**src/rtl/snn_tdm_core_pkg.sv**
```systemverilog
// Shared types and helpers for the time-multiplexed SNN core and its LIF units.
package snn_tdm_core_pkg;

  typedef enum logic [1:0] {
    ST_IDLE   = 2'd0,
    ST_ACCUM  = 2'd1,
    ST_UPDATE = 2'd2,
    ST_DONE   = 2'd3
  } state_t;

  // Ceiling log2, never below 1 so derived vector widths stay legal.
  function automatic int clog2(input int n);
    int r;
    r = 0;
    while ((1 << r) < n) r = r + 1;
    return (r < 1) ? 1 : r;
  endfunction

endpackage

```
**src/rtl/snn_tdm_core_lif_unit.sv**
```systemverilog
// One leaky integrate-and-fire neuron: row accumulator, membrane, refractory counter.
// Arbitration between neurons is left to the parent; this unit only proposes fire_cand.
module lif_unit
  import snn_tdm_core_pkg::*;
#(
  parameter int WW         = 16,
  parameter int VW         = 16,
  parameter int AW         = 19,
  parameter int LEAK_SHIFT = 3,
  parameter int REFRAC     = 2
) (
  input  logic                 clk,
  input  logic                 rst,
  input  logic                 clr_acc,
  input  logic                 acc_en,
  input  logic signed [WW-1:0] acc_add,
  input  logic                 upd,
  input  logic                 win,
  input  logic signed [VW-1:0] thr,
  output logic signed [VW-1:0] v_next,
  output logic                 fire_cand
);

  localparam int RW = clog2(REFRAC + 1);
  localparam int SW = ((VW > AW) ? VW : AW) + 2;
  localparam logic signed [SW-1:0] SUM_MAX = {{(SW-VW+1){1'b0}}, {(VW-1){1'b1}}};
  localparam logic signed [SW-1:0] SUM_MIN = {{(SW-VW+1){1'b1}}, {(VW-1){1'b0}}};
  localparam logic signed [VW-1:0] V_MAX   = {1'b0, {(VW-1){1'b1}}};
  localparam logic signed [VW-1:0] V_MIN   = {1'b1, {(VW-1){1'b0}}};

  logic signed [AW-1:0] acc;
  logic signed [VW-1:0] v;
  logic [RW-1:0]        refr;
  logic signed [SW-1:0] v_ext;
  logic signed [SW-1:0] acc_ext;
  logic signed [SW-1:0] sum;

  // Wide enough that leak plus a full accumulator cannot wrap before clamping.
  assign v_ext   = {{(SW-VW){v[VW-1]}}, v};
  assign acc_ext = {{(SW-AW){acc[AW-1]}}, acc};
  assign sum     = v_ext - (v_ext >>> LEAK_SHIFT) + acc_ext;

  always_comb begin
    if (sum > SUM_MAX) begin
      v_next = V_MAX;
    end else if (sum < SUM_MIN) begin
      v_next = V_MIN;
    end else begin
      v_next = sum[VW-1:0];
    end
  end

  assign fire_cand = (refr == '0) && (v_next >= thr);

  always_ff @(posedge clk) begin
    if (rst) begin
      acc  <= '0;
      v    <= '0;
      refr <= '0;
    end else begin
      if (clr_acc) begin
        acc <= '0;
      end else if (acc_en) begin
        acc <= acc + {{(AW-WW){acc_add[WW-1]}}, acc_add};
      end
      if (upd) begin
        if (refr != '0) begin
          v    <= '0;
          refr <= refr - RW'(1);
        end else if (fire_cand) begin
          // Inhibited candidates are also reset, but skip the refractory period.
          v <= '0;
          if (win) refr <= RW'(REFRAC);
        end else begin
          v <= v_next;
        end
      end
    end
  end

endmodule

```
**src/rtl/snn_tdm_core.sv**
```systemverilog
// Time-multiplexed LIF layer: one input row per cycle, all neurons in parallel,
// optional winner-take-all, saturating spike counters and an IDLE-only weight port.
//
//   state     | meaning
//   ST_IDLE   | waiting for step; weight writes accepted
//   ST_ACCUM  | add weight row idx (0..NUM_IN-1) into every accumulator
//   ST_UPDATE | leak/integrate/fire, register out_spike, bump counters
//   ST_DONE   | out_valid pulse, then back to IDLE
module snn_tdm_core
  import snn_tdm_core_pkg::*;
#(
  parameter int NUM_IN     = 4,
  parameter int NUM_OUT    = 2,
  parameter int WW         = 16,
  parameter int VW         = 16,
  parameter int LEAK_SHIFT = 3,
  parameter int REFRAC     = 2,
  parameter int CW         = 8,
  parameter int INH_EN     = 0,
  localparam int ADDR_W    = clog2(NUM_IN * NUM_OUT)
) (
  input  logic                      clk,
  input  logic                      rst,
  input  logic                      en,
  input  logic                      step,
  input  logic [NUM_IN-1:0]         in_spike,
  input  logic signed [VW-1:0]      thr,
  input  logic                      wr_en,
  input  logic [ADDR_W-1:0]         wr_addr,
  input  logic signed [WW-1:0]      wr_data,
  output logic                      wr_ack,
  output logic                      busy,
  output logic                      out_valid,
  output logic [NUM_OUT-1:0]        out_spike,
  output logic [NUM_OUT*CW-1:0]     spike_cnt,
  input  logic                      cnt_clr
);

  localparam int IW = clog2(NUM_IN);
  localparam int AW = WW + clog2(NUM_IN) + 1;
  localparam int NW = NUM_IN * NUM_OUT;
  localparam logic [IW-1:0]   IDX_LAST = IW'(NUM_IN - 1);
  localparam logic [ADDR_W:0] NW_LIM   = (ADDR_W + 1)'(NW);
  localparam logic [CW-1:0]   CNT_MAX  = '1;

  state_t                state;
  state_t                state_nx;
  logic [IW-1:0]         idx;
  logic [NUM_IN-1:0]     in_q;
  logic signed [WW-1:0]  w_mem [NW];
  logic                  step_acc;
  logic                  acc_en;
  logic                  upd;
  logic                  wr_ok;
  logic [NUM_OUT-1:0]    fire_cand;
  logic [NUM_OUT-1:0]    fire;
  logic signed [VW-1:0]  v_next [NUM_OUT];
  logic                  win_found;
  logic signed [VW-1:0]  best_v;

  always_comb begin
    state_nx = state;
    step_acc = 1'b0;
    acc_en   = 1'b0;
    upd      = 1'b0;
    case (state)
      ST_IDLE: begin
        if (step && en) begin
          state_nx = ST_ACCUM;
          step_acc = 1'b1;
        end
      end
      ST_ACCUM: begin
        acc_en = en;
        if (en && (idx == IDX_LAST)) state_nx = ST_UPDATE;
      end
      ST_UPDATE: begin
        upd = en;
        if (en) state_nx = ST_DONE;
      end
      ST_DONE: begin
        if (en) state_nx = ST_IDLE;
      end
      default: state_nx = ST_IDLE;
    endcase
  end

  always_ff @(posedge clk) begin
    if (rst) begin
      state <= ST_IDLE;
      idx   <= '0;
      in_q  <= '0;
    end else begin
      state <= state_nx;
      if (step_acc) begin
        idx  <= '0;
        in_q <= in_spike;
      end else if (acc_en && (idx != IDX_LAST)) begin
        idx <= idx + IW'(1);
      end
    end
  end

  assign busy      = (state != ST_IDLE);
  assign out_valid = (state == ST_DONE);

  // Writes ignore en but never land mid-timestep, so a row cannot change under ACCUM.
  assign wr_ok = wr_en && (state == ST_IDLE) && ({1'b0, wr_addr} < NW_LIM);

  always_ff @(posedge clk) begin
    if (rst) begin
      wr_ack <= 1'b0;
      for (int i = 0; i < NW; i++) w_mem[i] <= '0;
    end else begin
      wr_ack <= wr_ok;
      if (wr_ok) w_mem[wr_addr] <= wr_data;
    end
  end

  // Strict compare keeps the lowest index on ties.
  always_comb begin
    win_found = 1'b0;
    best_v    = '0;
    fire      = '0;
    if (INH_EN != 0) begin
      for (int k = 0; k < NUM_OUT; k++) begin
        if (fire_cand[k] && (!win_found || (v_next[k] > best_v))) begin
          win_found = 1'b1;
          best_v    = v_next[k];
          fire      = '0;
          fire[k]   = 1'b1;
        end
      end
    end else begin
      fire = fire_cand;
    end
  end

  always_ff @(posedge clk) begin
    if (rst) begin
      out_spike <= '0;
    end else if (upd) begin
      out_spike <= fire;
    end
  end

  for (genvar k = 0; k < NUM_OUT; k++) begin : g_lif
    logic [ADDR_W-1:0]    rd_addr;
    logic signed [WW-1:0] add;
    logic [CW-1:0]        cnt;

    assign rd_addr = ADDR_W'(int'(idx) * NUM_OUT + k);
    assign add     = in_q[idx] ? w_mem[rd_addr] : '0;

    lif_unit #(
      .WW         (WW),
      .VW         (VW),
      .AW         (AW),
      .LEAK_SHIFT (LEAK_SHIFT),
      .REFRAC     (REFRAC)
    ) u_lif (
      .clk       (clk),
      .rst       (rst),
      .clr_acc   (step_acc),
      .acc_en    (acc_en),
      .acc_add   (add),
      .upd       (upd),
      .win       (fire[k]),
      .thr       (thr),
      .v_next    (v_next[k]),
      .fire_cand (fire_cand[k])
    );

    // Clear wins over counting, but a coincident spike is still recorded.
    always_ff @(posedge clk) begin
      if (rst) begin
        cnt <= '0;
      end else if (cnt_clr) begin
        cnt <= (upd && fire[k]) ? CW'(1) : '0;
      end else if (upd && fire[k] && (cnt != CNT_MAX)) begin
        cnt <= cnt + CW'(1);
      end
    end

    assign spike_cnt[k*CW +: CW] = cnt;
  end

endmodule

```
**config.mk**
```make
export PLATFORM = sky130hd
export DESIGN_NAME = snn_tdm_core
export DESIGN_NICKNAME = d
export VERILOG_FILES = /design/src/rtl/snn_tdm_core_pkg.sv /design/src/rtl/snn_tdm_core_lif_unit.sv /design/src/rtl/snn_tdm_core.sv
export SDC_FILE = /design/constraint.sdc
export NUM_CORES = 1
export LEC_CHECK = 0
export BUFFER_PORTS_ARGS = -buffer_cell sky130_fd_sc_hd__buf_2
export CAP_MARGIN = 10
export CORE_MARGIN = 2
export CORE_UTILIZATION = 56
export DETAILED_ROUTE_END_ITERATION = 10
export PLACE_DENSITY_LB_ADDON = 0.2
export SLEW_MARGIN = 20
export SYNTH_ARGS = -nofsm -noshare
export SYNTH_HDL_FRONTEND = slang
export SYNTH_SLANG_ARGS = --single-unit
```
**constraint.sdc**
```tcl
create_clock -name clk -period 11.6 [get_ports clk]
set_clock_uncertainty 0.15 [all_clocks]
set_input_delay 0.58 -clock clk [delete_from_list [all_inputs] [get_ports clk]]
set_output_delay 0.58 -clock clk [all_outputs]
set_load 0.005 [all_outputs]
```
Word level (Yosys, flattened, before mapping)
Memory sizes are Yosys's and may differ from the RTL's. A register that Yosys moved wholly into a read port is not among the register bits.
Cells that the tools add are included.
{ "word_totals": {"elab_cells": 110, "out_inout_bits": 21, "latch_bits": 0, "n_memories": 1, "ram_bits": 128, "register_bits": 101, "romBits": 0, "in_bits": 45} }
{ "classes": {"n_mul": 0, "order_cmp": 7, "eq_ne": 11, "div_mod_pow": 0, "n_reduce_logical": 25, "n_mux": 41, "shift": 0, "n_addsub": 12, "bitwise_logic": 0} }
{ "mem_list": {"columns": ["name", "words", "width", "read_ports", "rd_ports_with_merged_regs", "write_ports", "line", "rtl"], "rows": [
  ["w_mem", 8, 16, 2, 1, 8, "snn_tdm_core.sv:50", "logic signed [WW-1:0] w_mem [NW];"]
]} }
{ "ops": {"columns": ["cell", "n"], "rows": [
  ["$mux W16", 11],
  ["$gt A21 B16 Y1 const B", 2],
  ["$lt A21 B16 Y1 const B", 2],
  ["$add A17 B19 Y20", 2],
  ["$add A19 B19 Y19", 2],
  ["$sub A16 B13 Y17", 2],
  ["$ge A16 B16 Y1", 2],
  ["$mux W8", 4],
  ["$add A8 B1 Y8 const B", 2],
  ["$mux W2", 8],
  ["$ne A8 B8 Y1 const B", 2],
  ["$reduce_or A16 Y1", 1],
  ["$reduce_bool A2 Y1", 7],
  ["$mux W1", 13],
  ["$logic_and A1 B1 Y1", 10],
  ["$ne A2 B2 Y1 const B", 5],
  ["$mux W3", 3],
  ["$pmux W2 S4", 1],
  ["$eq A2 B2 Y1 const B", 3],
  ["$logic_not A2 Y1", 3],
  ["$reduce_and A2 Y1", 2],
  ["$reduce_and A4 Y1", 1],
  ["$sub A2 B1 Y2 const B", 2],
  ["$add A3 B1 Y3 const B", 1],
  ["5 further kinds", 5]
]} }

Logic depth before layout (Yosys ltp)
Gate-level depths: netlist of the first run.
{ "depth": {"depth_word": 11, "mapped_depth": 25, "ltp_nobuf": 23} }

Cells and area by module
Synthesis of the first run repeated with hierarchy kept, for this count alone.
{ "unflattened": {"hier_cells": 1624, "area_unflattened_um2": 15905.3} }
{ "modules_own_cells": {"columns": ["mod", "area_per_inst_um2", "seq_area_each_um2", "instances", "cells_per_inst"], "rows": [
  ["snn_tdm_core", 7318.3, 4424.2, 1, 526],
  ["lif_unit (g_lif[0].u_lif)", 4349.2, 740.7, 1, 570],
  ["lif_unit (g_lif[1].u_lif)", 4237.8, 740.7, 1, 528]
]} }

Worst setup path before layout of the first run
Ideal clock, no wire load.
{ "synth_timing": {"path_kind": "register to register", "start": "reg g_lif[0].u_lif.v[8]", "end": "reg g_lif[0].u_lif.v[5]", "path_slack_ps": 5971, "synth_period_minus_slack_ps": 5629, "path_stages_with_launch": 24, "n_path_buf": 2, "arrival_ps": 5397, "setup_ps": 83, "path_cell_list": "dfxtp_1 > inv_1 > fa_1 > inv_1 > ha_1 > and4_1 > and2_1 > and4_1 > o21ba_2 > or3_1 > a211oi_2 > a21o_1 > buf_2 > o21ai_1 > ha_1 > a21o_1 > a22oi_1 > a21oi_1 > or3_1 > a2111oi_1 > nand3_1 > o31a_1 > buf_2 > o221ai_1"} }
{ "synth_via": {"elab_chain_len": 9, "word_cells_on_any_way": 10, "cone_classes": "add/sub (2); order compare (3); mux (4); reduce/logical (1)"} }
{ "synth_rtl": {"columns": ["element", "line", "rtl"], "rows": [
  ["start, declared", "snn_tdm_core_lif_unit.sv:32", "logic signed [VW-1:0] v;"],
  ["start signal, assigned", "snn_tdm_core_lif_unit.sv:75", "v <= v_next;"],
  ["$sub A16 B13 Y17 *", "snn_tdm_core_lif_unit.sv:41", "assign sum = v_ext - (v_ext >>> LEAK_SHIFT) + acc_ext;"],
  ["$add A17 B19 Y20 *", "snn_tdm_core_lif_unit.sv:41", null],
  ["$lt A21 B16 Y1", "snn_tdm_core_lif_unit.sv:46", "end else if (sum < SUM_MIN) begin"],
  ["$mux W16", "snn_tdm_core_lif_unit.sv:46", null],
  ["$mux W16 *", "snn_tdm_core_lif_unit.sv:44", "if (sum > SUM_MAX) begin"],
  ["$ge A16 B16 Y1", "snn_tdm_core_lif_unit.sv:53", "assign fire_cand = (refr == '0) && (v_next >= thr);"],
  ["$logic_and A1 B1 Y1", "snn_tdm_core_lif_unit.sv:53", null],
  ["$mux W16 *", "snn_tdm_core_lif_unit.sv:70", "end else if (fire_cand) begin"],
  ["$mux W16 *", "snn_tdm_core_lif_unit.sv:67", "if (refr != '0) begin"]
]} }
Every way passes the cells marked *; elsewhere a longest branch is shown, timed or not.
A chain may end at the register's enable or synchronous reset.

Worst setup path in the final report of the first run
{ "layout_timing": {"start": "reg g_lif[1].u_lif.v[5]", "end": "reg g_lif[1].u_lif.v[5]"} }
{ "layout_via": {"elab_chain_len": 9, "word_cells_on_any_way": 10, "cone_classes": "add/sub (2); order compare (3); mux (4); reduce/logical (1)"} }
{ "layout_rtl": {"columns": ["element", "line"], "rows": [
  ["start, declared", "snn_tdm_core_lif_unit.sv:32"],
  ["start signal, assigned", "snn_tdm_core_lif_unit.sv:75"],
  ["$sub A16 B13 Y17 *", "snn_tdm_core_lif_unit.sv:41"],
  ["$add A17 B19 Y20 *", "snn_tdm_core_lif_unit.sv:41"],
  ["$lt A21 B16 Y1", "snn_tdm_core_lif_unit.sv:46"],
  ["$mux W16", "snn_tdm_core_lif_unit.sv:46"],
  ["$mux W16 *", "snn_tdm_core_lif_unit.sv:44"],
  ["$ge A16 B16 Y1", "snn_tdm_core_lif_unit.sv:53"],
  ["$logic_and A1 B1 Y1", "snn_tdm_core_lif_unit.sv:53"],
  ["$mux W16 *", "snn_tdm_core_lif_unit.sv:70"],
  ["$mux W16 *", "snn_tdm_core_lif_unit.sv:67"]
]} }
Marked as above.

==> reports/qor.csv, run 1 <==
metric,value,unit
RSZ-0062 raised after global routing,false,
slowest library cell on the worst path,o41ai_4,
Mean Syn Cell Area,9.74,µm²
DRT Pass-1 Iters,7,
sequential share of the synthesized area,0.379,
CP required,11.92,ns
Vias,11700,
CTS Buf Count,25,
WS Path Type,reg -> reg,
I/O Buffers,65,
Final Slew Violations,0,
P&R area growth vs syn,9.48,%
GP Congestion,0.896,
status,completed,
asr flop ratio synth,0,
GRT busiest layer,met2,
met1 usage,0.353,
reg2reg start,g_lif[1].u_lif.v[5],
Routed Antenna Nets,0,
final hold violations,0,
Worst Path Arrival,6.96,ns
via/cell ratio,5.70,
Post-Syn Instances,1601,
Die Width,171,µm
# rows,61,
critical path startpoint category,flop,
grt ovf,0,
CTS sink count,231,
"slowest stage delay, CP",0.81,ns
Fmax,151,MHz
Core Region,27600,µm²
"Setup Fix Bufs, Post-CTS",0,
number of flops mapped to enable cells by yosys,128,
Hold WC Path Type,in -> reg,
net count after synthesis,1797,
Final setup viols,0,
worst path cell trace,inv_1 > fa_1 > inv_1 > ha_1 > a21o_1 > or3_4 > o22ai_4 > o21ai_2 > o41a_1 > and2_4 > o41ai_4 > o21ai_1 > ha_1 > nand4_1 > a2111oi_0 > o31ai_1 > o21ai_0 > nand3_1 > o21ai_2 > a221o_1,
"commonest non-fill, non-tap cell in the layout",inv_1,
Mapped Area,15600,µm²
sequential cell area,5910,µm²
CTS resizes,0,
final worst-path cycle share,0.573,
Yosys cell types,84,
worst-skew pair later-pin latency,0.53,ns
n_diodes,0,
Yosys reg bits,231,
share of cells above drive strength 1,0.113,
met3 Usage GRT,0.0273,
hold path startpoint,in_spike[3],
pin count of the biggest net entering global routing,47,
multi-input logic area,8880,µm²
num ports,66,
setup TNS,0,ns
worst-path maximum fanout,16,
Bufs on Longest Clock Path,3,
hpwl dp,26.3,mm
DRC Markers,0,
Synth warnings,0,
DR iter-0 viols,824,
Slew HR,0.322,
die extent in y,171,µm
most frequent cells in the layout,"inv_1 (150), and2_1 (141), edfxtp_1 (128), ha_1 (119), dfxtp_1 (103)",
Final min period,6.64,ns
root buf cell,clkbuf_16,
Routed WL,35.9,mm
Initial Util,0.565,
Post-synth top flop,edfxtp_1,
initial antenna violation count,0,
global-route wire length before repair,57.6,mm
fillers,2353,
vias in the first global route,11200,
Worst Setup SP,g_lif[1].u_lif.v[5],
clock transition at the registers of the reported paths,0.06,ns
nets,1846,
Max-Cap Viols,0,
die area,29200,µm²
gr usage total,0.248,
# hold bufs at CTS,0,
Slew @ Worst Pin,1.01,ns
H-tree lvl count,1,
CP endpoint kind,flop,
GR Util met2,0.410,
clock tree from TritonCTS,built,
wire per inst,17.5,µm
==> synthesized netlist by cell type (4+ instances only) <==
library cell  count  area, µm²
a211o_1           6       52.6
a211oi_1         14        105
a21o_1           32        240
a21oi_1          96        480
a221o_1          16        160
a31oi_1          11       68.8
and2_1          141        882
and3_1           15       93.8
and4_1            4       35.0
buf_1             7       26.3
buf_2             5       25.0
clkbuf_1         45        169
dfxtp_1         103       2060
edfxtp_1        128       3840
fa_1             32        641
ha_1            119       1490
inv_1           150        563
mux2i_1          15        150
mux4_2           30        676
nand2_1          96        360
nand2b_1         13       81.3
nand3_1          28        140
nand4_1          11       68.8
nor2_1           97        364
nor2b_1          46        288
nor3_1           31        155
nor3b_1           4       30.0
nor4_1            4       25.0
nor4b_1           4       35.0
o211ai_1         13       97.6
o21a_1           17        128
o21ai_0          40        200
o21ai_1          30        150
o21ai_2          13        114
o21bai_1          6       45.0
o221ai_1         10       87.6
o22ai_1           5       31.3
o31a_1           10       87.6
o31ai_1           7       52.6
or2_2            11       68.8
or3_1            10       62.6
xnor2_1          43        377
xor2_1           27        236
==> cell families after synthesis <==
family	Yosys count	synth area share
xor+xnor	70	0.0393
flops	231	0.379
simple gates	525	0.178
compound gates	364	0.161
buf+inv	213	0.0529
fa+ha+maj	151	0.137
mux	47	0.0544
==> final timing paths <==
kind	end	slack (ns)	cells after the start
max reg2reg	g_lif[1].u_lif.v[5]	4.96	20
min	in_q[3]	0.14	3
min reg2reg	out_spike[1]	0.32	2
max	g_lif[1].u_lif.v[5]	4.96	20
==> state kept, by name, indices dropped and copies added (netlist names), named ones only <==
register          cells
g_lif.u_lif.v        32
state                 2
g_lif.u_lif.refr      4
in_q                  4
g_lif.cnt            16
g_lif.u_lif.acc      38
idx                   2
w_mem               128
out_spike             2
wr_ack                1
==> critical path: cells and delay by family (launching register included) <==
family                   cells  cell delay, ns
AO/OA/AOI/OAI               11            3.86
flip-flops                   1            0.34
buffers and inverters        2            0.14
adder cells (fa/ha/maj)      3            1.32
AND/OR/NAND/NOR              4            0.76
==> metal layers <==
layer | routed length, µm | vias up
li1 | - | 5821
met1 | 17000 | 5514
met2 | 16500 | 286
met3 | 1700 | 44
met4 | 753 | 0
met5 | 0 | -
==> through the flow <==
stage / std cells / setup slack, ns / hold WS [ns] / area [µm²] / utilization
CTS: 2047 / 5.00 / 0.118 / 17100 / 0.618
global route: 2047 / 4.54 / 0.141 / 17100 / 0.618
floorplan: 1601 / 5.97 / 0.299 / 15600 / -
detailed placement: 2001 / 5.09 / 0.310 / 16300 / 0.589
finish: 2047 / 4.96 / 0.136 / 17100 / 0.618
global placement: 2001 / 5.27 / 0.294 / 16300 / 0.589
==> cell type report <==
type | count | share of cell area
repair buffers | 82 | 0.0265
clock inverters | 15 | 0.00857
well taps | 378 | 0.0277
inverters | 153 | 0.0336
clock buffers | 31 | 0.0380
flip-flops and latches | 231 | 0.346
multi-input cells | 1157 | 0.520
Power of run 1 is not shown: default switching activity piles up to over one toggle a cycle in this logic, so the estimate is an artifact.
==> inputs of run 2 (changes only) <==
==> constraint.sdc (replaced) <==
create_clock -name clk -period 6.9 [get_ports clk]
set_clock_uncertainty 0.15 [all_clocks]
set_input_delay 0.345 -clock clk [delete_from_list [all_inputs] [get_ports clk]]
set_output_delay 0.345 -clock clk [all_outputs]
set_load 0.005 [all_outputs]
==> run 2 against run 1 <==
- sequential share of layout area shrank 0.52 points
- critical path depth is the same
- via count grew 0.80%
- cell count grew 0.54%
- count of clock-buffer cells in the layout grew 3
- non-clock buffer count grew 8
- maximum frequency grew 3.4%
- utilization grew 0.94 points
- worst setup slack lost 4.5 ns
- die area is the same
- worst hold slack lost 0.088 ns
- flip-flop and latch count is the same
- critical path type unchanged
==> reports/qor.csv, run 2 (synthesis results as in run 1) <==
metric,value,unit,change
global-route wire length before repair,59.1,mm,+2.6%
slowest library cell on the worst path,o31a_1,,
Max-Cap Viols,0,,unchanged
Initial Util,0.565,,unchanged
num ports,66,,unchanged
critical path startpoint category,flop,,
status,completed,,
hold path startpoint,wr_data[9],,
I/O Buffers,65,,unchanged
Fmax,156,MHz,+3.4%
Crit Reg-Reg Endpoint,g_lif[0].u_lif.v[4],,
"commonest non-fill, non-tap cell in the layout",inv_1,,
Final setup viols,0,,unchanged
largest register by flop count,w_mem,,
worst-path maximum fanout,12,,-4
setup TNS,0,ns,unchanged
share of cells above drive strength 1,0.119,,+0.00648
nets,1855,,+0.49%
cells on worst reg2reg path,20,,unchanged
Largest regs,"w_mem (128), g_lif.u_lif.acc (38), g_lif.u_lif.v (32)",,
fillers,2339,,-0.59%
most numerous cell on the critical path,o31a_1,,
wire per inst,17.8,µm,+1.7%
hpwl dp,26.9,mm,+2.2%
clock transition at the registers of the reported paths,0.06,ns,about the same
Bufs on Longest Clock Path,3,,unchanged
P&R area growth vs syn,11.1,%,
worst-skew pair later-pin latency,0.54,ns,about the same
Slew HR,0.349,,+0.0269
root buf cell,clkbuf_16,,
Util after Layout,0.627,,+0.00937
Die Width,171,µm,unchanged
Routed Antenna Nets,0,,unchanged
CP required,7.20,ns,-4.72 ns
Core Region,27600,µm²,unchanged
Hold Path Depth,2,,-1
most frequent cells in the layout,"inv_1 (150), and2_1 (141), edfxtp_1 (128), ha_1 (119), dfxtp_1 (103)",,
gr usage total,0.254,,+0.00521
"Setup Fix Bufs, Post-CTS",0,,unchanged
vias in the first global route,11600,,+4.3%
Final min period,6.43,ns,-0.216 ns
H-tree lvl count,1,,unchanged
pin count of the biggest net entering global routing,44,,-6.4%
max reg flops,128,,unchanged
DR iter-0 viols,725,,-12%
final worst-path cycle share,0.932,,+0.359
DRC Markers,0,,unchanged
Routed WL,36.7,mm,+2.3%
die extent in y,171,µm,unchanged
"slowest stage delay, CP",0.53,ns,-0.28 ns
Hold WC Path Type,in -> reg,,
Worst Hold Endpoint,w_mem[4][9],,
die area,29200,µm²,unchanged
worst path cell trace,inv_1 > fa_1 > fa_1 > nor2b_1 > o31a_1 > o211ai_1 > and2_1 > o31a_1 > xor2_1 > o31a_1 > o21ai_1 > ha_1 > and3_1 > a22oi_1 > a21oi_1 > or3_1 > a2111oi_1 > nand3_1 > o31a_1 > o221ai_1,,
WS Path Type,reg -> reg,,
Worst Path Arrival,6.73,ns,-0.23 ns
Slew @ Worst Pin,0.973,ns,-0.0405 ns
# rows,61,,unchanged
DRT Pass-1 Iters,7,,unchanged
CP endpoint kind,flop,,
final hold violations,0,,unchanged
Vias,11800,,+0.80%
RSZ-0062 raised after global routing,false,,
CTS Buf Count,26,,+4.0%
via/cell ratio,5.71,,+0.26%
r2r setup slk,0.47,ns,-4.48 ns
GP Congestion,0.898,,+0.22%
reg2reg start,g_lif[0].u_lif.acc[1],,
grt ovf,0,,unchanged
clock tree from TritonCTS,built,,
Final Slew Violations,0,,unchanged
initial antenna violation count,1,,+1
CTS sink count,231,,unchanged
==> run 2: cell types whose count changed in the layout (fill, tap and decap cells not counted) <==
cell           previous run  this run
diode_2                   0         1
clkinvlp_2                2         0
dlygate4sd3_1             0         5
clkbuf_2                  0         1
clkinv_1                  5         1
clkbuf_16                25        28
clkbuf_8                  0         2
inv_8                     1         0
bufinv_16                 2         6
clkbuf_1                  6         3
clkinvlp_4                2         1
buf_4                    17        20
clkinv_4                  3         2
clkinv_2                  0         4
==> run 2: per-stage QoR <==
| stage | hold WS (ns) | instance area [µm²] | setup slack (ns) | cells |
|---|---|---|---|---|
| after floorplan | 0.299 | 15600 | 1.27 | 1601 |
| after global placement | 0.294 | 16300 | 0.703 | 2004 |
| after detailed placement | 0.305 | 16300 | 0.537 | 2004 |
| after CTS | 0.0379 | 17300 | 0.504 | 2057 |
| after global routing | 0.0549 | 17300 | 0.0612 | 2057 |
| final | 0.0483 | 17300 | 0.472 | 2058 |
==> run 2: routing by layer <==
layer  vias up  global-route usage  wire, µm
met2       297               0.422     17000
met5         -                   0         0
met4         0              0.0641       833
met3        65              0.0396      1920
li1       5842                   -         -
met1      5554               0.348     16900
==> run 2: worst max path at each step <==
stage	from	to	cells after the start
after floorplan	g_lif[0].u_lif.v[8]	g_lif[0].u_lif.v[5]	23
after global placement	g_lif[0].u_lif.acc[1]	g_lif[0].u_lif.v[1]	20
after detailed placement	g_lif[0].u_lif.acc[1]	g_lif[0].u_lif.v[4]	20
after CTS	g_lif[0].u_lif.acc[1]	g_lif[0].u_lif.v[4]	20
after global routing	g_lif[0].u_lif.acc[1]	g_lif[0].u_lif.v[4]	20
final	g_lif[0].u_lif.acc[1]	g_lif[0].u_lif.v[4]	20
==> run 2: timing repair <==
item / in CTS / in global routing
hold endpoints to repair: 5 / 0
gates resized for setup: 0 / 0
hold buffers: 5 / 0
==> run 2: final cells by class <==
| class | count | area [µm²] | area share |
|---|---|---|---|
| multi-input cells | 1157 | 8880 | 0.512 |
| flip-flops and latches | 231 | 5910 | 0.341 |
| clock buffers | 34 | 744 | 0.0429 |
| diodes | 1 | 2.50 | 0.000144 |
| inverters | 153 | 574 | 0.0331 |
| clock inverters | 14 | 234 | 0.0135 |
| repair buffers | 90 | 526 | 0.0303 |
| well taps | 378 | 473 | 0.0273 |
==> run 2: worst max-delay path, delay by kind of cell (launching register included) <==
family,cells,cell delay [ns]
xor+xnor,1,0.45
compound gates,10,2.84
flops,1,0.35
simple gates,5,1.17
buf+inv,1,0.10
fa+ha+maj,3,1.28
Power of run 2 is left out for the same reason.
